File: src/rtl/dsp_pipe_delay_if.sv
// Handshake and data bundle for the DSP pipeline delay line.
// The master drives the stream and the tap select; the slave returns the delayed data, taps and occupancy.
interface dsp_pipe_delay_if #(
    parameter int WIDTH = 18,
    parameter int TAPW  = 4,
    parameter int OCCW  = 4
);
    logic             CEIN;
    logic             SCLR;
    logic             VIN;
    logic [WIDTH-1:0] IN;
    logic [TAPW-1:0]  TAPSEL;
    logic [WIDTH-1:0] OUT;
    logic             VOUT;
    logic [WIDTH-1:0] TAP;
    logic             VTAP;
    logic [OCCW-1:0]  OCC;

    modport master (
        output CEIN, SCLR, VIN, IN, TAPSEL,
        input  OUT, VOUT, TAP, VTAP, OCC
    );

    modport slave (
        input  CEIN, SCLR, VIN, IN, TAPSEL,
        output OUT, VOUT, TAP, VTAP, OCC
    );
endinterface

File: src/rtl/dsp_pipe_delay.sv
// Configurable 0..8-stage delay line with a valid chain, synchronous flush,
// selectable tap and occupancy counter, used to balance DSP slice operand latency.
module dsp_pipe_delay #(
    parameter int WIDTH = 18,
    parameter int DEPTH = 2,
    parameter int TAPW  = 4,
    parameter int OCCW  = 4
) (
    input  logic             CLK,
    input  logic             RSTIN_N,
    dsp_pipe_delay_if.slave  bus
);

    generate
        if (DEPTH == 0) begin : g_bypass
            // Pure wire path: no state, so clock, reset, enable and flush are unused.
            logic unused_inputs;
            assign unused_inputs = &{1'b0, CLK, RSTIN_N, bus.CEIN, bus.SCLR, bus.TAPSEL};

            assign bus.OUT  = bus.IN;
            assign bus.VOUT = bus.VIN;
            assign bus.TAP  = bus.IN;
            assign bus.VTAP = bus.VIN;
            assign bus.OCC  = '0;
        end else begin : g_pipe
            logic [WIDTH-1:0] s [DEPTH];
            logic [DEPTH-1:0] v;
            logic [OCCW-1:0]  occ;
            logic [WIDTH-1:0] tap_d;
            logic             tap_v;
            int               tap_sel;

            // Occupancy moves by what enters minus what leaves on each advancing edge.
            always_ff @(posedge CLK or negedge RSTIN_N) begin
                if (!RSTIN_N) begin
                    for (int k = 0; k < DEPTH; k++) begin
                        s[k] <= '0;
                    end
                    v   <= '0;
                    occ <= '0;
                end else if (bus.SCLR) begin
                    for (int k = 0; k < DEPTH; k++) begin
                        s[k] <= '0;
                    end
                    v   <= '0;
                    occ <= '0;
                end else if (bus.CEIN) begin
                    s[0] <= bus.IN;
                    v[0] <= bus.VIN;
                    for (int k = 1; k < DEPTH; k++) begin
                        s[k] <= s[k-1];
                        v[k] <= v[k-1];
                    end
                    occ <= occ + OCCW'(bus.VIN) - OCCW'(v[DEPTH-1]);
                end
            end

            // Tap 0 is the live input; selects beyond the last stage clamp to it.
            always_comb begin
                tap_sel = int'(bus.TAPSEL);
                if (tap_sel > DEPTH) begin
                    tap_sel = DEPTH;
                end
                tap_d = bus.IN;
                tap_v = bus.VIN;
                for (int k = 0; k < DEPTH; k++) begin
                    if (tap_sel == k + 1) begin
                        tap_d = s[k];
                        tap_v = v[k];
                    end
                end
            end

            assign bus.OUT  = s[DEPTH-1];
            assign bus.VOUT = v[DEPTH-1];
            assign bus.TAP  = tap_d;
            assign bus.VTAP = tap_v;
            assign bus.OCC  = occ;
        end
    endgenerate

endmodule

File: src/flat_wrapper.sv
// flat-port wrapper written by rule: the top's interface ports become plain ports
module dsp_pipe_delay_flat 
#(
    parameter int WIDTH = 18,
    parameter int DEPTH = 2,
    parameter int TAPW  = 4,
    parameter int OCCW  = 4
)
  (CLK, RSTIN_N, bus_CEIN, bus_SCLR, bus_VIN, bus_IN, bus_TAPSEL, bus_OUT, bus_VOUT, bus_TAP, bus_VTAP, bus_OCC);
  dsp_pipe_delay_if #(.WIDTH(WIDTH), .TAPW(TAPW), .OCCW(OCCW)) bus_i ();
  input  logic CLK;
  input  logic RSTIN_N;
  input wire logic [$bits(bus_i.CEIN)-1:0] bus_CEIN;
  input wire logic [$bits(bus_i.SCLR)-1:0] bus_SCLR;
  input wire logic [$bits(bus_i.VIN)-1:0] bus_VIN;
  input wire logic [$bits(bus_i.IN)-1:0] bus_IN;
  input wire logic [$bits(bus_i.TAPSEL)-1:0] bus_TAPSEL;
  output wire logic [$bits(bus_i.OUT)-1:0] bus_OUT;
  output wire logic [$bits(bus_i.VOUT)-1:0] bus_VOUT;
  output wire logic [$bits(bus_i.TAP)-1:0] bus_TAP;
  output wire logic [$bits(bus_i.VTAP)-1:0] bus_VTAP;
  output wire logic [$bits(bus_i.OCC)-1:0] bus_OCC;
  assign bus_i.CEIN = bus_CEIN;
  assign bus_i.SCLR = bus_SCLR;
  assign bus_i.VIN = bus_VIN;
  assign bus_i.IN = bus_IN;
  assign bus_i.TAPSEL = bus_TAPSEL;
  assign bus_OUT = bus_i.OUT;
  assign bus_VOUT = bus_i.VOUT;
  assign bus_TAP = bus_i.TAP;
  assign bus_VTAP = bus_i.VTAP;
  assign bus_OCC = bus_i.OCC;
  dsp_pipe_delay #(.WIDTH(WIDTH), .DEPTH(DEPTH), .TAPW(TAPW), .OCCW(OCCW)) u_core (.CLK(CLK), .RSTIN_N(RSTIN_N), .bus(bus_i));
endmodule
File: config.mk
export PLATFORM = sky130hd
export DESIGN_NAME = dsp_pipe_delay_flat
export DESIGN_NICKNAME = d
export VERILOG_FILES = /design/src/rtl/dsp_pipe_delay_if.sv /design/src/rtl/dsp_pipe_delay.sv /design/src/flat_wrapper.sv
export SDC_FILE = /design/constraint.sdc
export NUM_CORES = 1
export LEC_CHECK = 0
export BUFFER_PORTS_ARGS = -buffer_cell sky130_fd_sc_hd__clkbuf_2
export CORE_ASPECT_RATIO = 1.1
export CORE_MARGIN = 10
export CORE_UTILIZATION = 56
export DETAILED_ROUTE_END_ITERATION = 10
export GPL_TIMING_DRIVEN = 1
export PLACE_DENSITY = 0.82
export REMOVE_ABC_BUFFERS = 1
export SYNTH_ARGS = -nofsm -noshare
export SYNTH_HDL_FRONTEND = slang
export SYNTH_SLANG_ARGS = --single-unit
File: constraint.sdc
create_clock -name CLK -period 4.4 [get_ports CLK]
set_clock_uncertainty 0.1 [all_clocks]
set_input_delay 0.66 -clock CLK [delete_from_list [all_inputs] [get_ports CLK]]
set_output_delay 0.66 -clock CLK [all_outputs]
set_load 0.02 [all_outputs]
==> results.py <==
metrics = {
    "setup_path": {
        "crit_top_cell": "clkbuf_2",
        "crit_slowest_cell": "nor3_2",
        "arrival_ps": 2240,
        "crit_chain": "clkbuf_2 -> nor3_2 -> buf_4 -> nor2_1 -> a21oi_1 -> clkbuf_2",
        "cpPeakStageDelay_ps": 710,
        "regToRegSetupSlack_ps": 2340,
        "crit_path_start_kind": "input pin",
        "r2r_end": "u_core.bus.OCC[3]",
        "crit_fanout": 24,
        "r2r_start": "u_core.g_pipe.v[1]",
        "path_class": "input pin to output port",
        "cp-end-kind": "output port",
        "required_ps": 3640,
        "rr_worst_depth": 7,
    },
    "layout": {
        "n_antenna_cell": 0,
        "area_delta_synth_final_pct": 12.27,
        "fillCellCount": 363,
        "fin_nets": 310,
        "drive_above_1_share": 0.2867,
        "layoutNonFillerInstCount": 331,
    },
    "yosys": {
        "synth_top_area_share": 0.4461,
        "synth_common_cells": "nor2_1 (61), mux2i_1 (60), dfrtp_1 (42), buf_4 (26), a21oi_1 (19)",
        "synth_warnings": 0,
        "ys_types": 18,
        "synth_area_leaders": "dfrtp_1 (45%), mux2i_1 (25%), nor2_1 (9.7%), buf_4 (8.3%), a21oi_1 (4.0%)",
        "synth.most_common_cell": "nor2_1",
        "avgSynthCellArea_sq_um": 10.03,
        "ys_seq_area_frac": 0.4461,
        "synth-seq-cells": 42,
        "synthCells": 235,
        "synth_edf_count": 0,
        "synth-main-ff-cell": "dfrtp_1",
        "synth_area_sq_um": 2356,
        "synth_top_cell_by_area": "dfrtp_1",
        "ys_async_sr_fraction": 1.000,
    },
    "sta": {
        "rsz0062_at_grt": "no",
        "worst_slew_pin_slew_ps": 1022,
        "relSlewSlack": 0.3185,
        "setup_violations": 0,
        "finalCritPeriodShare": 0.6819,
        "fmax_ghz": 0.3333,
        "drv_slew": 0,
        "period_minus_slack_ps": 3000,
        "hold_viol_final": 0,
        "finalSetupTns_ps": 0,
    },
    "job": {
        "cap_violations": 0,
    },
    "route": {
        "drt-met1-wl_um": 2132,
        "post_drt_wl_per_cell_um": 14.47,
        "drt-vias-per-instance": 5.118,
        "dr.first_iter.drc_count": 75,
        "drc_errors": 0,
        "top_layer": "met4",
        "dr_wl_met3_um": 378,
        "first_pass_iters": 4,
        "wirelength_um": 4790,
        "vias": 1694,
        "dr_wl_met2_um": 2240,
        "ant_nets": 0,
    },
    "floorplan": {
        "die_w_um": 81.85,
        "fp.dieH_um": 88.03,
        "dieArea_sq_um": 7205,
        "io_pins": 69,
        "rows": 24,
        "coreArea_sq_um": 4024,
        "start_util": 0.5855,
    },
    "global_route": {
        "grt_pass1_vias": 1707,
        "grt_use_total": 0.1400,
        "grt_pass1_wl_um": 8183,
        "antenna_found_initial": 0,
        "grt_max_degree": 44,
        "grt_overflow": 0,
    },
    "clocking": {
        "post-cts-setup-buffers": 0,
        "clk_latency_ps": 290,
        "clockBufferDepth": 2,
        "cts_tree": "done",
        "clock_sinks": 42,
        "clockRootBuffer": "clkbuf_8",
        "cts_buffers": 5,
        "holdBufCountCts": 0,
        "cts_resized": 0,
        "clk_pin_slew_ps": 80,
        "h-tree-depth": 2,
    },
    "status": {
        "status": "complete, no violations",
    },
    "place": {
        "place_inst": 323,
        "io_buffers": 68,
        "dpl.hpwl_um": 3507,
        "routabilityCongestion": 0.7673,
    },
    "power": {
        "leakagePower_nw": 1.477,
        "p_per_area_nw_per_um2": 319.1,
        "max-vdd-ir-drop_mv": 0.2309,
    },
    "hold_path": {
        "hold_class": "input pin to async pin",
    },
}
[registers in the layout, indices dropped and copies added, names as in the netlist]
register and cells:
u_core.bus.OCC 4, u_core.bus.OUT 18, u_core.g_pipe.s 18, u_core.g_pipe.v 2
[cell type report]
class                   count  area [sq um]  share of cell area
well taps                  52         65.06             0.02460
inverters                   5         18.77            0.007096
repair buffers             70         355.3              0.1343
flip-flops and latches     42          1051              0.3974
clock buffers               5         68.82             0.02602
clock inverters             3         23.77            0.008988
multi-input cells         154          1062              0.4016
[layer usage]
layer	vias to the layer above	track usage
met5	-	0
met4	0	0.02786
met3	6	0.04918
met2	46	0.2197
met1	788	0.1823
li1	854	-
[where the power goes]
| group | internal (W) | total (W) | switching (W) |
|---|---|---|---|
| clock network | 0.000113 | 0.000251 | 0.000138 |
| registers | 0.000406 | 0.000422 | 0.0000164 |
| logic | 0.0000683 | 0.000171 | 0.000103 |
[worst max-delay path by stage]
stage                             start  cells after the start  slack (ps)          to
after floorplan           bus_TAPSEL[3]                      2         470  bus_TAP[0]
after global placement    bus_TAPSEL[3]                      6        1430    bus_VTAP
after detailed placement  bus_TAPSEL[3]                      6        1430  bus_TAP[7]
after CTS                 bus_TAPSEL[3]                      6        1430  bus_TAP[7]
after global routing      bus_TAPSEL[3]                      6        1180  bus_TAP[7]
final                     bus_TAPSEL[3]                      6        1400  bus_TAP[7]
[worst max-delay path, delay by kind of cell]
kind	cells	cell delay [ps]
buffers and inverters	3	670
AO/OA/AOI/OAI	1	130
AND/OR/NAND/NOR	2	780
[kinds of logic (layout without fill, tap and decap cells)]
| family | count (synthesis) | after routing | share of synthesized area |
|---|---|---|---|
| fa+ha+maj | 5 | 5 | 0.02974 |
| buf+inv | 39 | 83 | 0.1052 |
| compound gates | 22 | 22 | 0.05045 |
| simple gates | 65 | 65 | 0.1052 |
| flops | 42 | 42 | 0.4461 |
| xor+xnor | 1 | 1 | 0.003718 |
| mux | 61 | 61 | 0.2597 |
[per-stage QoR]
| step | setup slack, ps | hold WS, ps | area, sq um | total power, W | util |
|---|---|---|---|---|---|
| after floorplan | 474.3 | 264.4 | 2127 | 0.0005263 | - |
| after global placement | 1429 | 424.5 | 2552 | 0.0005987 | 0.6343 |
| after detailed placement | 1432 | 441.2 | 2552 | 0.0006036 | 0.6343 |
| after CTS | 1426 | 460.8 | 2645 | 0.0008572 | 0.6573 |
| after global routing | 1184 | 483.8 | 2645 | 0.0008953 | 0.6573 |
| final | 1400 | 429.6 | 2645 | 0.0008439 | 0.6573 |
[layout by cell type (no fill, tap or decap)]
| cell type | Yosys | layout |
|---|---|---|
| clkbuf_2 | 0 | 68 |
| nor2_1 | 61 | 61 |
| mux2i_1 | 60 | 60 |
| dfrtp_1 | 42 | 42 |
| a21oi_1 | 19 | 19 |
| inv_1 | 5 | 5 |
| clkbuf_8 | 0 | 5 |
| ha_1 | 4 | 4 |
| nand2_1 | 2 | 2 |
| clkinvlp_4 | 0 | 2 |
| buf_4 | 26 | 2 |
| nor3_2 | 0 | 1 |
| xnor2_1 | 1 | 1 |
| a211oi_1 | 1 | 1 |
| nor2b_1 | 1 | 1 |
| a21o_1 | 1 | 1 |
| a21oi_2 | 1 | 1 |
| mux2_1 | 1 | 1 |
| fa_1 | 1 | 1 |
| inv_6 | 0 | 1 |
Note: power is estimated with default switching activity, not from simulation.
